## src/rtl/fetch_pkg.sv

```systemverilog
// Shared types for the prefetching instruction fetch unit.
package fetch_pkg;

  localparam int unsigned FETCH_XLEN = 32;
  localparam logic [1:0]  INST_ALIGN_MASK = 2'b11;

  typedef enum logic [1:0] {
    FILL,
    HOLD,
    SQUASH,
    FAULT
  } FETCH_STATE;

  typedef struct packed {
    logic [FETCH_XLEN-1:0] pc;
    logic [FETCH_XLEN-1:0] ir;
  } fetch_entry_t;

endpackage

```

## src/rtl/wb4_if.sv

```systemverilog
// Wishbone B4 classic bus bundle used by the instruction fetch path.
interface WB4 #(
  parameter int unsigned AW = 32,
  parameter int unsigned DW = 32
) (
  input logic clk,
  input logic rst
);
  logic          CYC;
  logic          STB;
  logic          WE;
  logic [AW-1:0] ADR;
  logic [DW-1:0] DAT_O;
  logic          ACK;
  logic [DW-1:0] DAT_I;

  modport master (input clk, rst, ACK, DAT_I, output CYC, STB, WE, ADR, DAT_O);
  modport slave  (input clk, rst, CYC, STB, WE, ADR, DAT_O, output ACK, DAT_I);
endinterface

```

## src/rtl/fetch_fifo.sv

```systemverilog
// Fall-through FIFO of {pc, ir} entries; head is visible without a pop.
module fetch_fifo
  import fetch_pkg::*;
#(
  parameter  int unsigned DEPTH = 4,
  localparam int unsigned CW    = $clog2(DEPTH + 1),
  localparam int unsigned AW    = $clog2(DEPTH)
) (
  input  logic          clk,
  input  logic          rst,
  input  logic          push,
  input  logic          pop,
  input  logic          flush,
  input  fetch_entry_t  din,
  output fetch_entry_t  head,
  output logic [CW-1:0] count,
  output logic          empty,
  output logic          full
);

  fetch_entry_t   mem [DEPTH];
  logic [AW-1:0]  rd_ptr;
  logic [AW-1:0]  wr_ptr;
  logic           do_push;
  logic           do_pop;

  assign empty   = (count == '0);
  assign full    = (count == CW'(DEPTH));
  assign do_push = push && !full && !flush;
  assign do_pop  = pop && !empty && !flush;
  assign head    = empty ? '0 : mem[rd_ptr];

  always_ff @(posedge clk or posedge rst) begin
    if (rst) begin
      rd_ptr <= '0;
      wr_ptr <= '0;
      count  <= '0;
    end else if (flush) begin
      rd_ptr <= '0;
      wr_ptr <= '0;
      count  <= '0;
    end else begin
      if (do_push) wr_ptr <= wr_ptr + AW'(1);
      if (do_pop)  rd_ptr <= rd_ptr + AW'(1);
      unique case ({do_push, do_pop})
        2'b10:   count <= count + CW'(1);
        2'b01:   count <= count - CW'(1);
        default: count <= count;
      endcase
    end
  end

  always_ff @(posedge clk) begin
    if (do_push) mem[wr_ptr] <= din;
  end

endmodule

```

## src/rtl/fetch_prefetch.sv

```systemverilog
// Prefetching instruction fetch unit: streams WB4 reads into a queue and
// hands {PC, IR} to execute over valid/ready; jumps flush and redirect.
module fetch_prefetch
  import fetch_pkg::*;
#(
  parameter  int unsigned     XLEN            = FETCH_XLEN,
  parameter  logic [XLEN-1:0] PC_RESET_VECTOR = '0,
  parameter  int unsigned     QUEUE_DEPTH     = 4,
  localparam int unsigned     CW              = $clog2(QUEUE_DEPTH + 1)
) (
  input  logic            clk,
  input  logic            rst,
  WB4.master              inst_bus,
  input  logic            jump,
  input  logic [XLEN-1:0] jump_target,
  output logic            inst_valid,
  input  logic            inst_ready,
  output logic [XLEN-1:0] PC_O,
  output logic [XLEN-1:0] IR_O,
  output logic [CW-1:0]   queue_count,
  output logic            fetch_fault
);

  FETCH_STATE      state;
  logic [XLEN-1:0] fetch_pc;
  logic [XLEN-1:0] squash_adr;
  logic            fault_q;
  logic            ack;
  logic            jump_misaligned;
  logic            bus_req;
  logic            push;
  logic            pop;
  logic            q_empty;
  logic            q_full;
  logic [CW:0]     count_after;
  fetch_entry_t    q_din;
  fetch_entry_t    q_head;

  assign ack             = inst_bus.ACK;
  assign jump_misaligned = |(jump_target[1:0] & INST_ALIGN_MASK);
  assign bus_req         = !rst && (state == FILL || state == SQUASH);

  assign inst_bus.CYC   = bus_req;
  assign inst_bus.STB   = bus_req;
  assign inst_bus.WE    = 1'b0;
  assign inst_bus.DAT_O = '0;
  assign inst_bus.ADR   = (state == SQUASH) ? squash_adr : fetch_pc;

  assign pop         = inst_valid && inst_ready;
  assign push        = (state == FILL) && ack && !jump;
  assign q_din       = '{pc: fetch_pc, ir: inst_bus.DAT_I};
  assign count_after = {1'b0, queue_count} + (CW + 1)'(push) - (CW + 1)'(pop);

  fetch_fifo #(
    .DEPTH(QUEUE_DEPTH)
  ) u_fifo (
    .clk  (clk),
    .rst  (rst),
    .push (push),
    .pop  (pop),
    .flush(jump),
    .din  (q_din),
    .head (q_head),
    .count(queue_count),
    .empty(q_empty),
    .full (q_full)
  );

  assign inst_valid  = !q_empty;
  assign PC_O        = q_head.pc;
  assign IR_O        = q_head.ir;
  assign fetch_fault = fault_q;

  // During SQUASH the bus keeps the stored old address while fetch_pc
  // already holds the pending target, so later jumps just overwrite it.
  always_ff @(posedge clk or posedge rst) begin
    if (rst) begin
      state      <= FILL;
      fetch_pc   <= PC_RESET_VECTOR;
      squash_adr <= '0;
      fault_q    <= 1'b0;
    end else begin
      if (jump) begin
        fetch_pc <= jump_target;
        fault_q  <= jump_misaligned;
      end
      unique case (state)
        FILL: begin
          if (jump) begin
            if (!ack) begin
              squash_adr <= fetch_pc;
              state      <= SQUASH;
            end else if (jump_misaligned) begin
              state <= FAULT;
            end
          end else if (ack) begin
            fetch_pc <= fetch_pc + XLEN'(4);
            if (count_after == (CW + 1)'(QUEUE_DEPTH)) state <= HOLD;
          end
        end
        HOLD, FAULT: begin
          if (jump) state <= jump_misaligned ? FAULT : FILL;
          else if (state == HOLD && queue_count < CW'(QUEUE_DEPTH)) state <= FILL;
        end
        SQUASH: begin
          if (ack) state <= (jump ? jump_misaligned : fault_q) ? FAULT : FILL;
        end
        default: state <= FILL;
      endcase
    end
  end

endmodule

```

## src/flat_wrapper.sv

```systemverilog
// flat-port wrapper written by rule: the top's interface ports become plain ports
module fetch_prefetch_flat import fetch_pkg::*;
#(
  parameter  int unsigned     XLEN            = FETCH_XLEN,
  parameter  logic [XLEN-1:0] PC_RESET_VECTOR = '0,
  parameter  int unsigned     QUEUE_DEPTH     = 4,
  localparam int unsigned     CW              = $clog2(QUEUE_DEPTH + 1)
)
  (clk, rst, jump, jump_target, inst_valid, inst_ready, PC_O, IR_O, queue_count, fetch_fault, inst_bus_ACK, inst_bus_DAT_I, inst_bus_CYC, inst_bus_STB, inst_bus_WE, inst_bus_ADR, inst_bus_DAT_O);
  WB4 #(.AW(32), .DW(32)) inst_bus_i (.clk(clk), .rst(rst));
  input  logic clk;
  input  logic rst;
  input  logic jump;
  input  logic [XLEN-1:0] jump_target;
  output logic inst_valid;
  input  logic inst_ready;
  output logic [XLEN-1:0] PC_O;
  output logic [XLEN-1:0] IR_O;
  output logic [CW-1:0] queue_count;
  output logic fetch_fault;
  input wire logic [$bits(inst_bus_i.ACK)-1:0] inst_bus_ACK;
  input wire logic [$bits(inst_bus_i.DAT_I)-1:0] inst_bus_DAT_I;
  output wire logic [$bits(inst_bus_i.CYC)-1:0] inst_bus_CYC;
  output wire logic [$bits(inst_bus_i.STB)-1:0] inst_bus_STB;
  output wire logic [$bits(inst_bus_i.WE)-1:0] inst_bus_WE;
  output wire logic [$bits(inst_bus_i.ADR)-1:0] inst_bus_ADR;
  output wire logic [$bits(inst_bus_i.DAT_O)-1:0] inst_bus_DAT_O;
  assign inst_bus_i.ACK = inst_bus_ACK;
  assign inst_bus_i.DAT_I = inst_bus_DAT_I;
  assign inst_bus_CYC = inst_bus_i.CYC;
  assign inst_bus_STB = inst_bus_i.STB;
  assign inst_bus_WE = inst_bus_i.WE;
  assign inst_bus_ADR = inst_bus_i.ADR;
  assign inst_bus_DAT_O = inst_bus_i.DAT_O;
  fetch_prefetch #(.XLEN(XLEN), .PC_RESET_VECTOR(PC_RESET_VECTOR), .QUEUE_DEPTH(QUEUE_DEPTH)) u_core (.clk(clk), .rst(rst), .inst_bus(inst_bus_i), .jump(jump), .jump_target(jump_target), .inst_valid(inst_valid), .inst_ready(inst_ready), .PC_O(PC_O), .IR_O(IR_O), .queue_count(queue_count), .fetch_fault(fetch_fault));
endmodule
```

## config.mk

```make
export PLATFORM = sky130hd
export DESIGN_NAME = fetch_prefetch_flat
export DESIGN_NICKNAME = d
export VERILOG_FILES = /design/src/rtl/fetch_pkg.sv /design/src/rtl/wb4_if.sv /design/src/rtl/fetch_fifo.sv /design/src/rtl/fetch_prefetch.sv /design/src/flat_wrapper.sv
export SDC_FILE = /design/constraint.sdc
export NUM_CORES = 1
export LEC_CHECK = 0
export CELL_PAD_IN_SITES_DETAIL_PLACEMENT = 0
export CELL_PAD_IN_SITES_GLOBAL_PLACEMENT = 1
export CORE_MARGIN = 3
export CORE_UTILIZATION = 49
export DETAILED_ROUTE_END_ITERATION = 8
export PLACE_DENSITY_LB_ADDON = 0.2
export SYNTH_ARGS = -nofsm -noshare
export SYNTH_HDL_FRONTEND = slang
export SYNTH_HIERARCHICAL = 1
export SYNTH_SLANG_ARGS = --single-unit
export TNS_END_PERCENT = 100
```

## constraint.sdc

```tcl
create_clock -name clk -period 11.3 [get_ports clk]
set_clock_uncertainty 0.2 [all_clocks]
set_input_delay 2.825 -clock clk [delete_from_list [all_inputs] [get_ports clk]]
set_output_delay 2.825 -clock clk [all_outputs]
set_load 0.03 [all_outputs]
```

; After elaboration in Yosys (flattened, before gate mapping)
; Memory sizes are Yosys's and may differ from the RTL's.
; Index checks and enable logic that the tools add are counted.
[word_totals]
ff_bits = 74
latch_bits = 0
ramBits = 256
romBits = 0
out_inout_bits = 136
wordCells = 78
memories = 1
[memory_table]
columns = memory, words, width, rd, rd_ports_with_merged_regs, wr, line_no
row1 = u_core.u_fifo.mem, 4, 64, 1, 0, 1, fetch_fifo.sv:21  ; fetch_entry_t mem [DEPTH];
[op_classes]
n_addsub = 7
mul = 0
n_div = 0
n_lt_le_gt_ge = 1
eq_ne = 12
shift = 0
mux = 26
n_bitwise = 1
reduce_logical = 23
[ops]
columns = operator, count
row1 = $mux 32, 5
row2 = $mux 64, 1
row3 = $add 32x3->32 const B, 1
row4 = $mux 2, 14
row5 = $logic_and 1x1->1, 9
row6 = $eq 2x2->1 const B, 3
row7 = $ne 3x3->1 const B, 2
row8 = $pmux 2 s3, 1
row9 = $pmux 3 s2, 1
row10 = $reduce_and 5->1, 1
row11 = $add 2x1->2 const B, 2
row12 = $add 3x1->4, 1
row13 = $eq 2x1->1 const B, 2
row14 = $eq 4x3->1 const B, 1
row15 = $logic_not 1->1, 4
row16 = $ne 4x3->1 const B, 1
row17 = $reduce_bool 2->1, 2
row18 = $reduce_or 2->1, 2
row19 = $sub 4x1->4, 1
row20 = $add 3x1->3 const B, 1
row21 = $eq 3x3->1 const B, 1
row22 = $logic_not 3->1, 1
row23 = $lt 3x3->1 const B, 1
row24 = $mux 1, 3
row25 = 9 further kinds, 9

; Longest topological paths before layout
[depth]
ltp_word = 10
ltp_mapped = 13
mapped_depth_nobuf = 13

; By module
; The synthesis kept the hierarchy.
[by_module_without_submodules]
columns = module, n_inst, cells_each, area_each_um2, seq_area_each_um2
row1 = fetch_fifo, 1, 470, 10238.6, 7862.5
row2 = fetch_prefetch, 1, 392, 3985.1, 1676.6

; Least setup slack after synthesis
; Ideal clock, no wire load.
[synth_path]
path_type = input -> output
startpoint = in rst
endpoint = out inst_bus_STB
t_arrival_ps = 3523
t_required_ps = 8275
path_slack_ps = 4752
path_stages = 2
path_cell_list = nor2_1 > buf_4
[synth_via]
elab_chain_len = 2
[synth_lines]
columns = item, line_no
row1 = start: declaration, flat_wrapper.sv:12  ; input logic rst;
row2 = $logic_not 1->1, fetch_prefetch.sv:41  ; assign bus_req = !rst && (state == FILL || state == SQUASH);
row3 = $logic_and 1x1->1, fetch_prefetch.sv:41
row4 = end: declaration, flat_wrapper.sv:24  ; output wire logic [$bits(inst_bus_i.STB)-1:0] inst_bus_STB;
; No other way between the ends.

; Worst setup path in the final report
[layout_path]
startpoint = in rst
endpoint = out inst_bus_CYC
[layout_via]
elab_chain_len = 2
[layout_lines]
columns = item, line_no
row1 = $logic_not 1->1, fetch_prefetch.sv:41
row2 = $logic_and 1x1->1, fetch_prefetch.sv:41
row3 = end: declaration, flat_wrapper.sv:23  ; output wire logic [$bits(inst_bus_i.CYC)-1:0] inst_bus_CYC;
; No other way between the ends.

==> flow_summary.toml <==
[cts]
cts_tree = "yes"
clock-root-buffer = "clkbuf_16"
worstSkewPairLatency_ps = 490
clkSinkCount = 330
cts_buffers = 35
cts_buffer_depth = 3
cts-hold-fix-buffers = 0
htree_num_levels = 2
cts_setup_buffers = 0
path_clk_slew_ps = 60
cts_resized = 0

[global_routing]
grt_pass1_wl_um = 44900
grt.overflow.total = 0
grt_pass1_vias = 7778
grt_max_degree = 74
grt.total_usage = 0.186
antenna_found_initial = 0

[critical_path]
endpoint = "inst_bus_CYC"
crit_chain = "clkdlybuf4s50_1 -> nor2_1 -> clkdlybuf4s50_1"
reg2reg_to = "u_core/u_fifo/mem[3][53]"
critPathLaunchType = "primary input"
endpoint_kind = "output port"
cp_common_cell = "clkdlybuf4s50_1"
startpoint = "rst"
reg2reg_depth = 5
critical_path.max_fanout = 3
timing.rr.start = "u_core/state[0]"
critPathKind = "in -> out"
r2r_slack_ps = 7460
slowest_stage = "clkdlybuf4s50_1"
cp.arrival_ps = 4100
worstPathRequired_ps = 8280
critical-path-max-stage-delay_ps = 690

[route]
route.vias.total = 7698
ant_nets = 0
drc_errors = 0
routed_wl_um = 28900
drtPass1Iterations = 5
viasPerCell = 5.37
wl_per_cell_um = 20.1
drt_iter0_markers = 671

[power_and_ir_drop]
p_leak_nw = 5.74
p_per_area_nw_per_um2 = 183
vdd_drop_max_mv = 0.138
finalPower_mw = 3.15

[timing]
slew_headroom = 0.257
period_share = 0.630
finalHoldViolations = 0
fin_tns_setup_ps = 0
finalSetupViolations = 0
fin_crit_ps = 7120
timing.fmax_mhz = 140
fin_hold_ws_ps = 298
worst_pin_slew_ps = 1110
rsz0062_at_grt = "no"
finalMaxSlewViolations = 0

[cells_and_area]
drive_gt1_frac = 0.191
nNetsFinal = 1110
final_util = 0.612
syn_to_final_growth_pct = 21.1
antenna_cells = 0

[status]
status = "finished, final reports clean"

[logic_synthesis]
yosysWarningCount = 6
async_flop_share = 0.224
synthesis.area_um2 = 14200
synth-edff-count = 256
ys_types = 54
synth_cells = 862
ys_ff_latch = 330
synth.avg_cell_area_um2 = 16.5
ys_seq_area_frac = 0.671
yosys_most_used_dff = "edfxtp_1"

[die]
die_w_um = 176
fp-row-count = 61
floorplan.core_area_um2 = 28200
initial_core_util = 0.505
die_h_um = 176
io_pins = 205
die_area_um2 = 31100

[flow_run]
cap_violations = 0

[placed_design]
port_buffers = 171
hpwl_um = 17500
gp_congestion = 0.754

[hold_path]
hp-class = "reg -> reg"
-- worst min-delay path by stage --
stage                                      from  cells after the start                        to
after detailed placement   u_core/squash_adr[4]                      1      u_core/squash_adr[4]
final                     u_core/squash_adr[16]                      1     u_core/squash_adr[16]
after CTS                 u_core/squash_adr[24]                      1     u_core/squash_adr[24]
after floorplan              u_core/fetch_pc[4]                      0  u_core/u_fifo/mem[0][36]
after global placement    u_core/squash_adr[19]                      1     u_core/squash_adr[19]
after global routing      u_core/squash_adr[28]                      1     u_core/squash_adr[28]
-- metal layers --
metal  vias to the layer above  GRT usage  part of all wire
li1                       3539          -                 -
met1                      3912      0.267              0.45
met2                       221      0.305              0.48
met3                        26     0.0353             0.055
met4                         0     0.0363             0.013
met5                         -          0                 0
-- state kept, by name, indices dropped and copies added (netlist names) --
| register | count |
|---|---|
| u_core/state | 2 |
| u_core/squash_adr | 32 |
| u_core/u_fifo/wr_ptr | 2 |
| u_core/fetch_pc | 32 |
| u_core/u_fifo/mem | 256 |
| u_core/fetch_fault | 1 |
| u_core/u_fifo/count | 3 |
| u_core/u_fifo/rd_ptr | 2 |
-- stage by stage --
stage                     worst slack (ps)  instances  cell area (µm²)
after floorplan                       4750        894            14300
after global placement                4180       1371            16100
after detailed placement              4180       1371            16100
after CTS                             4170       1433            17200
after global routing                  4110       1433            17200
final                                 4180       1433            17200
-- layout make-up --
| cell class | instances | area [µm²] |
|---|---|---|
| tap | 378 | 473 |
| fill | 2087 | 10900 |
| inverter | 21 | 78.8 |
| sequential | 330 | 9550 |
| timing repair buffer | 178 | 1760 |
| clock buffer | 45 | 956 |
| multi-input combinational | 464 | 4260 |
| clock inverter | 17 | 153 |
-- critical path, delay by kind of cell --
kind | cells | cell delay [ps]
buffers and inverters | 2 | 1140
AND/OR/NAND/NOR | 1 | 130
-- cells by family (layout without fill, tap and decap cells) --
family,count (synthesis),after routing,share of synthesized area
compound gates,60,60,0.0252
fa+ha+maj,11,11,0.0107
buf+inv,100,261,0.0406
xor+xnor,33,33,0.0203
mux,131,131,0.154
flops,330,330,0.671
other cells,1,33,0.000264
simple gates,196,196,0.0779
-- placed cells by master, fill, tap and decap left out, types with 14 or more instances in the layout --
cell and instances:
clkbuf_16 37, clkdlybuf4s50_1 170, conb_1 33, dfrtp_1 72
edfxtp_1 256, inv_1 19, mux2_2 66, mux4_2 64
nand2_1 45, nor2_1 14, nor2b_1 66, nor3_1 15
o21ai_0 32, xnor2_1 23
-- Yosys cell counts (4+ instances only) --
cell,count,area (µm²)
edfxtp_1,256,7690
dfrtp_1,74,1850
nor2b_1,67,419
mux2_2,66,743
mux4_2,64,1440
nand2_1,45,169
buf_4,36,270
o21ai_0,32,160
xnor2_1,23,201
inv_1,20,75.1
buf_2,17,85.1
clkbuf_1,17,63.8
nor3_1,16,80.1
nor2_1,14,52.6
nand3_1,10,50.1
xor2_1,10,87.6
ha_1,9,113
nand4_1,9,56.3
a21oi_1,8,40.0
buf_6,6,67.6
nor4_1,5,31.3
and2_1,4,25.0
and4_1,4,35.0
-- power breakdown --
part / total (mW) / switching, mW / internal (mW) / leakage, nW
combinational: 0.589 / 0.315 / 0.274 / 1.98
sequential: 1.47 / 0.0724 / 1.40 / 3.22
clock: 1.09 / 0.430 / 0.664 / 0.542
total: 3.15 / 0.818 / 2.33 / 5.74
(Power assumes the default switching activity.)
